[src/rtl/framebuffer_arbiter_if.sv]
// Signal bundle between the arbiter and its three neighbours: scan reader, host writer and pixel RAM.
// The slave modport is the arbiter's view; master is the surrounding logic.
interface framebuffer_arbiter_if #(
  parameter int DATA_WIDTH = 36
);
  logic                  scan_rd_en;
  logic [3:0]            scan_row;
  logic [5:0]            scan_col;
  logic [DATA_WIDTH-1:0] scan_data;
  logic                  scan_data_valid;
  logic                  frame_start;
  logic                  wr_valid;
  logic                  wr_ready;
  logic [3:0]            wr_row;
  logic [5:0]            wr_col;
  logic [DATA_WIDTH-1:0] wr_data;
  logic                  swap_req;
  logic                  swap_busy;
  logic                  swap_done;
  logic                  display_bank;
  logic [10:0]           ram_addr;
  logic                  ram_we;
  logic [DATA_WIDTH-1:0] ram_wdata;
  logic [DATA_WIDTH-1:0] ram_rdata;

  modport slave (
    input  scan_rd_en, scan_row, scan_col, frame_start,
    input  wr_valid, wr_row, wr_col, wr_data, swap_req, ram_rdata,
    output scan_data, scan_data_valid, wr_ready, swap_busy, swap_done,
    output display_bank, ram_addr, ram_we, ram_wdata
  );

  modport master (
    output scan_rd_en, scan_row, scan_col, frame_start,
    output wr_valid, wr_row, wr_col, wr_data, swap_req, ram_rdata,
    input  scan_data, scan_data_valid, wr_ready, swap_busy, swap_done,
    input  display_bank, ram_addr, ram_we, ram_wdata
  );
endinterface

[src/rtl/framebuffer_arbiter.sv]
// Single-port pixel RAM arbiter: scan reads win, host writes drain from a FIFO on idle cycles,
// and display/draw bank swaps wait for a frame boundary with an empty FIFO.
module framebuffer_arbiter #(
  parameter int FIFO_DEPTH = 4,
  parameter int DATA_WIDTH = 36
) (
  input logic                  clk_in,
  input logic                  reset,
  framebuffer_arbiter_if.slave bus
);
  localparam int PTR_W = $clog2(FIFO_DEPTH);
  localparam int CNT_W = PTR_W + 1;
  localparam int ENT_W = DATA_WIDTH + 10;

  typedef enum logic {RUN, PENDING} state_e;

  state_e                 state_q, state_d;
  logic                   display_bank_q, display_bank_d;
  logic                   swap_done_q, swap_done_d;
  logic                   scan_data_valid_q, scan_data_valid_d;
  logic [CNT_W-1:0]       count_q, count_d;
  logic [PTR_W-1:0]       rd_ptr_q, rd_ptr_d;
  logic [PTR_W-1:0]       wr_ptr_q, wr_ptr_d;
  logic [ENT_W-1:0]       mem_q [FIFO_DEPTH];
  logic [ENT_W-1:0]       mem_d [FIFO_DEPTH];
  logic [ENT_W-1:0]       head;
  logic                   wr_ready;
  logic                   push;
  logic                   pop;

  assign head     = mem_q[rd_ptr_q];
  assign wr_ready = !reset && (count_q < CNT_W'(FIFO_DEPTH)) && (state_q == RUN);
  assign push     = bus.wr_valid && wr_ready;
  assign pop      = !reset && !bus.scan_rd_en && (count_q != '0);

  assign bus.wr_ready        = wr_ready;
  assign bus.scan_data       = bus.ram_rdata;
  assign bus.scan_data_valid = scan_data_valid_q;
  assign bus.swap_busy       = (state_q == PENDING);
  assign bus.swap_done       = swap_done_q;
  assign bus.display_bank    = display_bank_q;

  // RAM port grant: scan first, then the FIFO head into the draw bank
  always_comb begin
    bus.ram_addr  = '0;
    bus.ram_we    = 1'b0;
    bus.ram_wdata = '0;
    if (bus.scan_rd_en) begin
      bus.ram_addr = {display_bank_q, bus.scan_row, bus.scan_col};
    end else if (pop) begin
      bus.ram_we    = 1'b1;
      bus.ram_addr  = {~display_bank_q, head[ENT_W-1 -: 10]};
      bus.ram_wdata = head[DATA_WIDTH-1:0];
    end
  end

  always_comb begin
    mem_d    = mem_q;
    wr_ptr_d = wr_ptr_q;
    rd_ptr_d = rd_ptr_q;
    count_d  = count_q;
    if (push) begin
      mem_d[wr_ptr_q] = {bus.wr_row, bus.wr_col, bus.wr_data};
      wr_ptr_d        = wr_ptr_q + 1'b1;
    end
    if (pop) begin
      rd_ptr_d = rd_ptr_q + 1'b1;
    end
    case ({push, pop})
      2'b10:   count_d = count_q + 1'b1;
      2'b01:   count_d = count_q - 1'b1;
      default: count_d = count_q;
    endcase
  end

  // The swap looks at the registered count, so a pop in the frame_start cycle does not qualify
  always_comb begin
    state_d           = state_q;
    display_bank_d    = display_bank_q;
    swap_done_d       = 1'b0;
    scan_data_valid_d = bus.scan_rd_en;
    case (state_q)
      RUN: begin
        if (bus.swap_req) state_d = PENDING;
      end
      PENDING: begin
        if (bus.frame_start && (count_q == '0)) begin
          display_bank_d = ~display_bank_q;
          swap_done_d    = 1'b1;
          state_d        = RUN;
        end
      end
    endcase
  end

  always_ff @(posedge clk_in) begin
    if (reset) begin
      state_q           <= RUN;
      display_bank_q    <= 1'b0;
      swap_done_q       <= 1'b0;
      scan_data_valid_q <= 1'b0;
      count_q           <= '0;
      rd_ptr_q          <= '0;
      wr_ptr_q          <= '0;
    end else begin
      state_q           <= state_d;
      display_bank_q    <= display_bank_d;
      swap_done_q       <= swap_done_d;
      scan_data_valid_q <= scan_data_valid_d;
      count_q           <= count_d;
      rd_ptr_q          <= rd_ptr_d;
      wr_ptr_q          <= wr_ptr_d;
    end
  end

  always_ff @(posedge clk_in) begin
    mem_q <= mem_d;
  end
endmodule

[src/flat_wrapper.sv]
// flat-port wrapper written by rule: the top's interface ports become plain ports
module framebuffer_arbiter_flat 
#(
  parameter int FIFO_DEPTH = 4,
  parameter int DATA_WIDTH = 36
)
  (clk_in, reset, bus_scan_rd_en, bus_scan_row, bus_scan_col, bus_frame_start, bus_wr_valid, bus_wr_row, bus_wr_col, bus_wr_data, bus_swap_req, bus_ram_rdata, bus_scan_data, bus_scan_data_valid, bus_wr_ready, bus_swap_busy, bus_swap_done, bus_display_bank, bus_ram_addr, bus_ram_we, bus_ram_wdata);
  framebuffer_arbiter_if #(.DATA_WIDTH(DATA_WIDTH)) bus_i ();
  input logic clk_in;
  input logic reset;
  input wire logic [$bits(bus_i.scan_rd_en)-1:0] bus_scan_rd_en;
  input wire logic [$bits(bus_i.scan_row)-1:0] bus_scan_row;
  input wire logic [$bits(bus_i.scan_col)-1:0] bus_scan_col;
  input wire logic [$bits(bus_i.frame_start)-1:0] bus_frame_start;
  input wire logic [$bits(bus_i.wr_valid)-1:0] bus_wr_valid;
  input wire logic [$bits(bus_i.wr_row)-1:0] bus_wr_row;
  input wire logic [$bits(bus_i.wr_col)-1:0] bus_wr_col;
  input wire logic [$bits(bus_i.wr_data)-1:0] bus_wr_data;
  input wire logic [$bits(bus_i.swap_req)-1:0] bus_swap_req;
  input wire logic [$bits(bus_i.ram_rdata)-1:0] bus_ram_rdata;
  output wire logic [$bits(bus_i.scan_data)-1:0] bus_scan_data;
  output wire logic [$bits(bus_i.scan_data_valid)-1:0] bus_scan_data_valid;
  output wire logic [$bits(bus_i.wr_ready)-1:0] bus_wr_ready;
  output wire logic [$bits(bus_i.swap_busy)-1:0] bus_swap_busy;
  output wire logic [$bits(bus_i.swap_done)-1:0] bus_swap_done;
  output wire logic [$bits(bus_i.display_bank)-1:0] bus_display_bank;
  output wire logic [$bits(bus_i.ram_addr)-1:0] bus_ram_addr;
  output wire logic [$bits(bus_i.ram_we)-1:0] bus_ram_we;
  output wire logic [$bits(bus_i.ram_wdata)-1:0] bus_ram_wdata;
  assign bus_i.scan_rd_en = bus_scan_rd_en;
  assign bus_i.scan_row = bus_scan_row;
  assign bus_i.scan_col = bus_scan_col;
  assign bus_i.frame_start = bus_frame_start;
  assign bus_i.wr_valid = bus_wr_valid;
  assign bus_i.wr_row = bus_wr_row;
  assign bus_i.wr_col = bus_wr_col;
  assign bus_i.wr_data = bus_wr_data;
  assign bus_i.swap_req = bus_swap_req;
  assign bus_i.ram_rdata = bus_ram_rdata;
  assign bus_scan_data = bus_i.scan_data;
  assign bus_scan_data_valid = bus_i.scan_data_valid;
  assign bus_wr_ready = bus_i.wr_ready;
  assign bus_swap_busy = bus_i.swap_busy;
  assign bus_swap_done = bus_i.swap_done;
  assign bus_display_bank = bus_i.display_bank;
  assign bus_ram_addr = bus_i.ram_addr;
  assign bus_ram_we = bus_i.ram_we;
  assign bus_ram_wdata = bus_i.ram_wdata;
  framebuffer_arbiter #(.FIFO_DEPTH(FIFO_DEPTH), .DATA_WIDTH(DATA_WIDTH)) u_core (.clk_in(clk_in), .reset(reset), .bus(bus_i));
endmodule
[config.mk]
export PLATFORM = sky130hd
export DESIGN_NAME = framebuffer_arbiter_flat
export DESIGN_NICKNAME = d
export VERILOG_FILES = /design/src/rtl/framebuffer_arbiter_if.sv /design/src/rtl/framebuffer_arbiter.sv /design/src/flat_wrapper.sv
export SDC_FILE = /design/constraint.sdc
export NUM_CORES = 1
export LEC_CHECK = 0
export ABC_AREA = 0
export CORE_UTILIZATION = 35
export DETAILED_ROUTE_END_ITERATION = 6
export MAX_ROUTING_LAYER = met4
export PLACE_DENSITY_LB_ADDON = 0.05
export SETUP_SLACK_MARGIN = 0.2
export SYNTH_ARGS = -nofsm -noshare
export SYNTH_HDL_FRONTEND = slang
export SYNTH_SLANG_ARGS = --single-unit
[constraint.sdc]
create_clock -name clk_in -period 2.6 [get_ports clk_in]
set_input_delay 0.39 -clock clk_in [delete_from_list [all_inputs] [get_ports clk_in]]
set_output_delay 0.39 -clock clk_in [all_outputs]
set_load 0.005 [all_outputs]
==> results by group <==
Floorplan
  • Die area: 23,100 um2
  • Chip width: 152 um
  • Core footprint: 21,900 um2
  • Row cnt: 54
  • Die H: 152 um
  • Num ports: 187
  • Initial Utilization: 0.359

Power and ir drop
  • Total design power: 6.93 mW
  • P_int: 5.39 mW
  • Sw Ratio: 0.223
  • IR drop worst, VDD: 0.000392 V
  • Clock power share: 0.350
  • Power per cell area: 663 nW/um2
  • Logic gate share of total power: 0.139
  • Leak: 3.63 nW
  • Sequential share of power: 0.511
  • Reported net switching power: 1.55 mW

CTS
  • Clk sinks: 195
  • Clk_lat worst skew: 0.42 ns
  • CTS Buffer Depth: 2
  • Root Driver: clkbuf_16
  • Clk slew on worst S/H paths: 0.07 ns
  • CTS tree: done
  • Total CTS buffers: 17
  • Hold_buf cts: 0
  • H-tree depth: 4

Cells and area
  • Final std cells w/o fill: 832
  • Nets@finish: 643
  • Synth-to-Final Area Change: 33.1%
  • Layout cells sized above 1: 0.422
  • N_diodes: 0

Setup path
  • Crit end category: output port
  • WP data required: 2.21 ns
  • Crit-path cells: buf_12 -> buf_12 -> buf_12 -> buf_16 -> buf_6 -> mux4_2 -> and2_4 -> buf_6
  • CP top delay family: buffers and inverters
  • Reg2Reg Launch Point: u_core.count_q[0]
  • Reg2reg setup slack: 0.16 ns
  • Crit path DAT: 2.09 ns
  • CP max stage cell: mux4_2
  • Setup crit start: u_core.rd_ptr_q[0]
  • FF-to-FF End: u_core.count_q[2]
  • Worst R2R Path Depth: 9
  • Crit path to: bus_ram_wdata[3]
  • CP most frequent cell: buf_12
  • Crit Path Max Fanout: 6
  • Crit path buffers/inverters: 6
  • CP Launch Type: flip-flop
  • CP Depth: 8
  • Kind of critical path: flip-flop to output port
  • Critical Path Max Stage Delay: 0.47 ns

Status
  • Status: complete, no violations

Synthesis
  • Mean Syn Cell Area: 20.3 um2
  • Top FF cell, synth: edfxtp_1
  • Yosys reg bits: 195
  • Syn Std Cell Area: 7860 um2
  • Ys Warns: 0
  • Netlist cell types: 32
  • EDFF count, synth: 184
  • Post-Syn Instances: 388
  • Post-Syn Nets: 492
  • Sequential fraction of the synthesis area: 0.731
  • Ys async rst share: 0

Drt
  • Via density per instance: 4.76
  • Top Metal Used: met4
  • Pre-Repair DR Iteration Count: 6
  • Avg WL per Cell: 20.3 um
  • Final WL: 16.9 mm
  • Via count: 3,959
  • Post-route DRC: 0
  • Met3 wire length: 652 um
  • Metal1 wirelength: 7.05 mm
  • Metal2 WL: 8.91 mm
  • Antenna-violating nets left: 0
  • DR iter-0 viols: 165

Global routing
  • Vias in the first global route: 4,441
  • Global Route Usage Sum: 0.157
  • Grt total ovfl: 0
  • Initial antenna violation count: 0
  • Largest net degree at the start of global routing: 33
  • First-pass GRT wire length: 25.8 mm

Run
  • Max Cap Violations: 0

STA
  • Tcrit/Tclk final: 0.953
  • RSZ-0062 raised after global routing: true
  • Worst-Margin Slew: 0.287 ns
  • Clk_skew: 0.0110 ns
  • Setup-failing EPs final: 0
  • Min cycle time layout: 2.48 ns
  • Fin worst setup slack: 0.121 ns
  • Final Hold Vio Count: 0
  • Slew headroom: 0.806
  • Fmax: 403 MHz
  • Max Transition Viols Final: 0

Placement
  • Detailed placement HPWL: 9.76 mm
  • Dpl ws: -0.0867 ns
  • Gpl congestion: 0.645
  • Placed insts: 752
  • Port Buffers: 114

Min path
  • HP Class: input port to flip-flop
how the worst min path moves through the flow:
stage                        from                          to  cells past startpoint
6_report                    reset  u_core.bus.scan_data_valid                      3
2_1_floorplan      bus_wr_data[0]             u_core.mem_q[0]                      0
3_5_place_dp   u_core.wr_ptr_q[1]          u_core.wr_ptr_q[1]                      2
3_3_place_gp   u_core.wr_ptr_q[1]          u_core.wr_ptr_q[1]                      2
4_1_cts                     reset  u_core.bus.scan_data_valid                      3
5_1_grt                     reset  u_core.bus.scan_data_valid                      3
tightest hold or removal path, delay by kind of cell:
| kind | cells | cell delay [ns] |
|---|---|---|
| buf+inv | 2 | 0.45 |
| simple gates | 1 | 0.05 |
state kept, by name, summed over array words and instances, names as in the netlist:
| name | flops |
|---|---|
| u_core.bus.display_bank | 1 |
| u_core.wr_ptr_q | 2 |
| u_core.bus.swap_busy | 1 |
| u_core.bus.scan_data_valid | 1 |
| u_core.rd_ptr_q | 2 |
| u_core.bus.swap_done | 1 |
| u_core.count_q | 3 |
| u_core.mem_q | 184 |
logic make-up after synthesis:
kind of cell	count (synthesis)	share of synthesized area
AOI/OAI and AO/OA	18	0.0177
DFF	195	0.731
adders and majority gates	6	0.0105
muxes	48	0.135
buffers and inverters	61	0.0568
and+or+nand+nor	57	0.0462
xor gates and xnor gates	3	0.00334
per-layer routing:
layer,vias up,GRT usage
met1,2049,0.186
met2,76,0.264
met3,33,0.0365
li1,1801,-
met5,-,-
met4,0,0.0476
timing repair:
action | in CTS | in global routing
setup buffers | 33 | 10
resized for setup | 170 | 62
endpoints found under the setup margin | 47 | 42
hold endpoints to repair | 0 | 0
cloned | 5 | 0
pin swaps | 30 | 20
cells in the final DEF (no fill, tap or decap), types with 2 or more instances in the layout:
cell,n
buf_4,23
clkdlybuf4s50_1,66
nor2b_1,2
clkinv_4,4
bufbuf_16,2
dfxtp_4,2
buf_2,19
and2_2,4
clkinvlp_4,2
a22o_1,10
clkdlybuf4s15_1,4
o31ai_1,2
mux4_2,46
inv_8,3
inv_6,3
ha_1,4
and2_1,6
dfxtp_2,3
dfxtp_1,6
buf_6,23
xnor2_1,2
nor3_1,2
clkinv_2,2
dlygate4sd2_1,6
buf_12,22
edfxtp_1,184
nor2_1,5
clkbuf_16,17
buf_16,3
o21ai_0,3
nand2_1,2
inv_1,6
clkbuf_2,13
buf_8,5
and2_4,31
area by class of cell:
type	count	area, um2
tap	280	350
multi-input combinational	132	1760
timing repair buffer	186	2010
sequential	195	5760
fill	1880	11400
clock inverter	14	120
clock buffer	18	429
inverter	7	38.8
through the flow:
stage	hold slack, ns	area, um2	TNS (ns)	util
global route	0.528	10500	0	0.478
CTS	0.503	10300	0	0.472
detailed placement	0.547	9300	-0.0887	0.425
finish	0.518	10500	0	0.478
floorplan	0.489	7860	0	-
global placement	0.528	9300	-0.0569	0.425
synthesized netlist by cell type (3+ instances only):
library cell / n / area, um2
a22o_1: 10 / 87.6
and2_1: 41 / 257
buf_2: 6 / 30.0
buf_4: 37 / 278
buf_6: 5 / 56.3
clkbuf_1: 4 / 15.0
dfxtp_1: 11 / 220
edfxtp_1: 184 / 5530
ha_1: 5 / 62.6
inv_1: 6 / 22.5
mux4_2: 46 / 1040
nor2_1: 5 / 18.8
o21ai_0: 3 / 15.0
power by group through the flow:
| stage | registers [mW] | logic, mW | clock network (mW) |
|---|---|---|---|
| after CTS | 3.54 | 0.915 | 2.50 |
| after floorplan | 3.61 | 0.398 | 0 |
| final | 3.54 | 0.963 | 2.43 |
| after global routing | 3.55 | 1.03 | 2.61 |
| after detailed placement | 3.62 | 0.672 | 0 |
| after global placement | 3.62 | 0.667 | 0 |
Power figures use the tool's default switching activity.
==> RTL edit 1, RTL diff (config.mk and constraints unchanged) <==
`FIFO_DEPTH` is set to 4 in 2 places; all go to 2.
--- a/src/rtl/framebuffer_arbiter.sv
+++ b/src/rtl/framebuffer_arbiter.sv
@@ -2,5 +2,5 @@
 // and display/draw bank swaps wait for a frame boundary with an empty FIFO.
 module framebuffer_arbiter #(
-  parameter int FIFO_DEPTH = 4,
+  parameter int FIFO_DEPTH = 2,
   parameter int DATA_WIDTH = 36
 ) (
--- a/src/flat_wrapper.sv
+++ b/src/flat_wrapper.sv
@@ -2,5 +2,5 @@
 module framebuffer_arbiter_flat 
 #(
-  parameter int FIFO_DEPTH = 4,
+  parameter int FIFO_DEPTH = 2,
   parameter int DATA_WIDTH = 36
 )
Check against the original RTL: not equivalent (a bounded check fails within 4 cycles, from zero or initial values and one cycle with reset high).
==> RTL edit 1 against the original RTL <==
  * Sequential power fell by 48%
  * Critical path type is now input port to output port
  * Cell area decreased by 46%
  * First-iteration DRC count is 19% lower
  * Power is 48% lower
  * Synthesized area shrank 47%
  * Global-route usage shrank 0.67 points
  * Setup slack got worse by 0.0077 ns
  * Highest routed layer unchanged
  * Utilization is 1.1 points higher
  * Sequential cell count is 95 lower
  * The flow now finishes with violations (DRC)
  * Clock power down 47%
  * Routed wire length decreased by 49%
==> RTL edit 1: results <==
group,metric,value,unit
status,status,"finished, violations left",
status,violations,"DRC",
setup_path,max_stage_delay,0.51,ns
grt,grtUsageMet2,0.2465,
setup_path,reg2reg_to,"u_core.count_q[1]",
finish,finalNonFillerCells,515,
placed_design,place_congestion,0.6888,
min_path,min_from,"u_core.count_q[1]",
grt,grt_pass1_wl,13.41,mm
grt,grt_pass1_vias,2496,
timing,max_slew_margin,0.7836,
setup_path,startpoint,"reset",
synthesis,ys_seq_area_frac,0.7030,
power,p_leak,2.015,nW
synthesis,syn_nets,381,
clocking,cts_resized,16,
synthesis,synth_common_cells,"edfxtp_1, mux2i_1, buf_4, nor2_1, o21ai_0",
grt,grt_max_degree,26,
placed_design,placed_cells,501,
synthesis,yosys.cell_types.count,21,
power,max-vdd-ir-drop,286.9,µV
power,switching_share,0.2144,
drt,drc,40,
setup_path,rr_worst_depth,7,
grt,grt.total_usage,0.1499,
placed_design,place.detailed.hpwl,5.940,mm
finish,num-fill-cells,1015,
drt,wirelength,8.674,mm
clocking,cts_htree_levels,3,
grt,grtUsageMet1,0.1736,
finish,drive_above_1_share,0.1129,
[RTL edit 1: layer usage]
metal | vias up | wire length, µm
li1 | 1141 | -
met1 | 1120 | 3518
met2 | 82 | 4494
met3 | 26 | 433
met4 | 0 | 227
met5 | - | 0
[RTL edit 1: per-stage QoR]
| step | utilization | setup slack (ns) | cell area (µm²) | hold WS, ns | power (mW) |
|---|---|---|---|---|---|
| after floorplan | - | -0.1452 | 4163 | 0.4852 | 2.117 |
| after global placement | 0.4630 | -0.03347 | 5331 | 0.5256 | 2.333 |
| after detailed placement | 0.4630 | -0.07615 | 5331 | 0.5352 | 2.339 |
| after global routing | 0.4891 | 0.07429 | 5633 | 0.5541 | 3.722 |
| after CTS | 0.4871 | 0.07885 | 5609 | 0.5451 | 3.647 |
| final | 0.4891 | 0.1138 | 5633 | 0.5128 | 3.587 |
[RTL edit 1: kinds of logic after synthesis]
logic type,share of synthesized area
XOR/XNOR,0.008428
AO/OA/AOI/OAI,0.01806
multiplexers,0.1107
flip-flops,0.7030
buffers and inverters,0.08787
AND/OR/NAND/NOR,0.06891
adder cells (fa/ha/maj),0.003009
[RTL edit 1: cell type report]
type / count / share of cell area
Inverter: 3 / 0.001999
Timing Repair Buffer: 126 / 0.2372
Tap cell: 143 / 0.03176
Sequential cell: 100 / 0.5193
Clock inverter: 5 / 0.01088
Multi-Input combinational cell: 129 / 0.1588
Clock buffer: 9 / 0.03998
[RTL edit 1: power groups by stage]
stage                     clock [mW]  combinational [mW]  sequential (mW)
after global placement             0               0.446             1.89
after floorplan                    0               0.238             1.88
after CTS                       1.35               0.446             1.85
final                           1.30               0.432             1.85
after detailed placement           0               0.450             1.89
after global routing            1.39               0.472             1.86
==> RTL edit 2, RTL diff (config.mk and constraints unchanged) <==
Made on the original files. Reset style: asynchronous (`reset`), changed in one clocked block.
--- a/src/rtl/framebuffer_arbiter.sv
+++ b/src/rtl/framebuffer_arbiter.sv
@@ -94,5 +94,5 @@
   end
 
-  always_ff @(posedge clk_in) begin
+  always_ff @(posedge clk_in or posedge reset) begin
     if (reset) begin
       state_q           <= RUN;
Check against the original RTL: differs if reset is asserted again (counterexample within 4 cycles, from zero or initial values and one cycle with reset high); with reset held inactive, the same outputs for 4 cycles.
==> RTL edit 2 against the original RTL <==
  * Count of clock-buffer cells in the layout fell by 1
  * Largest cell class unchanged
  * Final cell count decreased by 2.8%
  * Critical path depth is 2 lower
  * Sequential share of layout area up 1.7 points
  * Setup slack worse by 0.015 ns
  * Clock skew is 0.00090 ns lower
  * Sequential cell count is the same
  * Cell area decreased by 2.2%
  * Via count shrank 2.5%
  * Routed wire length shrank 1.8%
  * Synthesized area barely moved
Power is not compared: it rests on default switching activity, and its combinational part moved more than twofold at a synthesized area within 25%.
==> RTL edit 2: results <==
group,metric,value,unit
status,status,"complete, no violations",
grt,grt.total_usage,0.1554,
drt,detailedRoute.firstPassIterationCount,4,
placed_design,place.detailed.hpwl,9.974,mm
setup_path,worstSetupEndpoint,"bus_ram_addr[0]",
drt,route.met3.wl,752,µm
setup_path,startpoint,"u_core.rd_ptr_q[0]",
placed_design,place_congestion,0.6714,
drt,viasPerCell,4.773,
grt,grtUsageMet1,0.1822,
drt,wirelength,16.59,mm
setup_path,reg2reg_to,"u_core.count_q[2]",
placed_design,place_ws,-0.07702,ns
timing,layout_setup_ws,0.1061,ns
timing,finClkSkew,0.01006,ns
grt,grtUsageMet2,0.2569,
synthesis,synth_common_cells,"edfxtp_1, mux4_2, and2_1, buf_4, dfrtp_1",
drt,drt_iter0_drc,171,
synthesis,yosys.cell_types.count,26,
finish,drive_above_1_share,0.4053,
synthesis,synth.area.top_cells,"edfxtp_1, mux4_2, dfrtp_1",
setup_path,rrSetupSlack,0.38,ns
synthesis,syn_nets,482,
drt,met2_length,8.647,mm
setup_path,cp_max_fo,5,
grt,grt_pass1_wl,25.14,mm
min_path,hp-class,"input port to asynchronous set/reset pin",
timing,max_slew_margin,0.6981,
grt,grt_antenna_before_repair,1,
drt,met1_length,6.960,mm
finish,nets,619,
-- RTL edit 2: cell types whose count changed in the layout (fill, tap and decap cells not counted), moves of 6 or more --
cell,change
and2_1,+6
buf_6,+6
dfrtp_1,+9
and2_4,-6
buf_4,-6
dfxtp_1,-6
-- RTL edit 2: final cells by class --
class / count / area [µm²] / area share
clock inverter: 15 / 146.4 / 0.01431
antenna: 1 / 2.502 / 0.0002446
clock buffer: 17 / 425.4 / 0.04158
tap: 280 / 350.3 / 0.03424
sequential: 195 / 5806 / 0.5674
inverter: 9 / 33.78 / 0.003302
multi-input combinational: 122 / 1692 / 0.1653
timing repair buffer: 170 / 1775 / 0.1735
-- RTL edit 2: worst min-delay path by stage --
stage	cells past startpoint	endpoint	from	slack [ns]
2_1_floorplan	1	u_core.bus.display_bank	reset	0.24
3_3_place_gp	1	u_core.count_q[0]	u_core.count_q[0]	0.51
3_5_place_dp	1	u_core.count_q[0]	u_core.count_q[0]	0.50
4_1_cts	3	u_core.bus.scan_data_valid	reset	0.31
5_1_grt	3	u_core.wr_ptr_q[0]	reset	0.34
6_report	3	u_core.wr_ptr_q[1]	reset	0.30
-- RTL edit 2: kinds of logic (layout without fill, tap and decap cells) --
group	count (synthesis)	in the layout	share of synthesized area
buffers and inverters	61	211	0.05574
and+or+nand+nor	50	50	0.04125
adders and majority gates	6	6	0.01051
other	0	1	0
xor gates and xnor gates	7	7	0.007804
AOI/OAI and AO/OA	11	11	0.01178
muxes	48	48	0.1346
DFF	195	195	0.7383
-- RTL edit 2: report_power, final --
group	leakage, nW	switching, mW	internal (mW)	total, mW
combinational	1.56	1.11	1.87	2.97
sequential	1.78	0.0952	3.56	3.66
clock	0.283	1.20	1.35	2.55
total	3.63	2.40	6.78	9.18
-- RTL edit 2: through the flow --
step	total power [mW]	cell area (µm²)	utilization	std cells	TNS (ns)
finish	9.179	10230	0.4674	809	0
global route	9.603	10230	0.4674	809	0
global placement	6.001	9306	0.4251	747	-0.5445
detailed placement	6.011	9306	0.4251	747	-0.6589
floorplan	5.100	7856	-	378	0
CTS	9.195	10160	0.4643	803	0
-- RTL edit 2: what timing repair did --
action                                  4_1_cts  5_1_grt
setup buffers                                22        5
hold buffers                                  0        0
gates resized for setup                     220       27
endpoints found under the setup margin       48       42
pin swaps                                    46        4
cloned                                        2        0
-- RTL edit 2: critical path, stage by stage, from the launching register on --
cell and delay (ns):
dfrtp_4 0.51, buf_12 0.16, buf_12 0.12, buf_12 0.13, mux4_2 0.44, a22o_1 0.19
buf_2 0.12
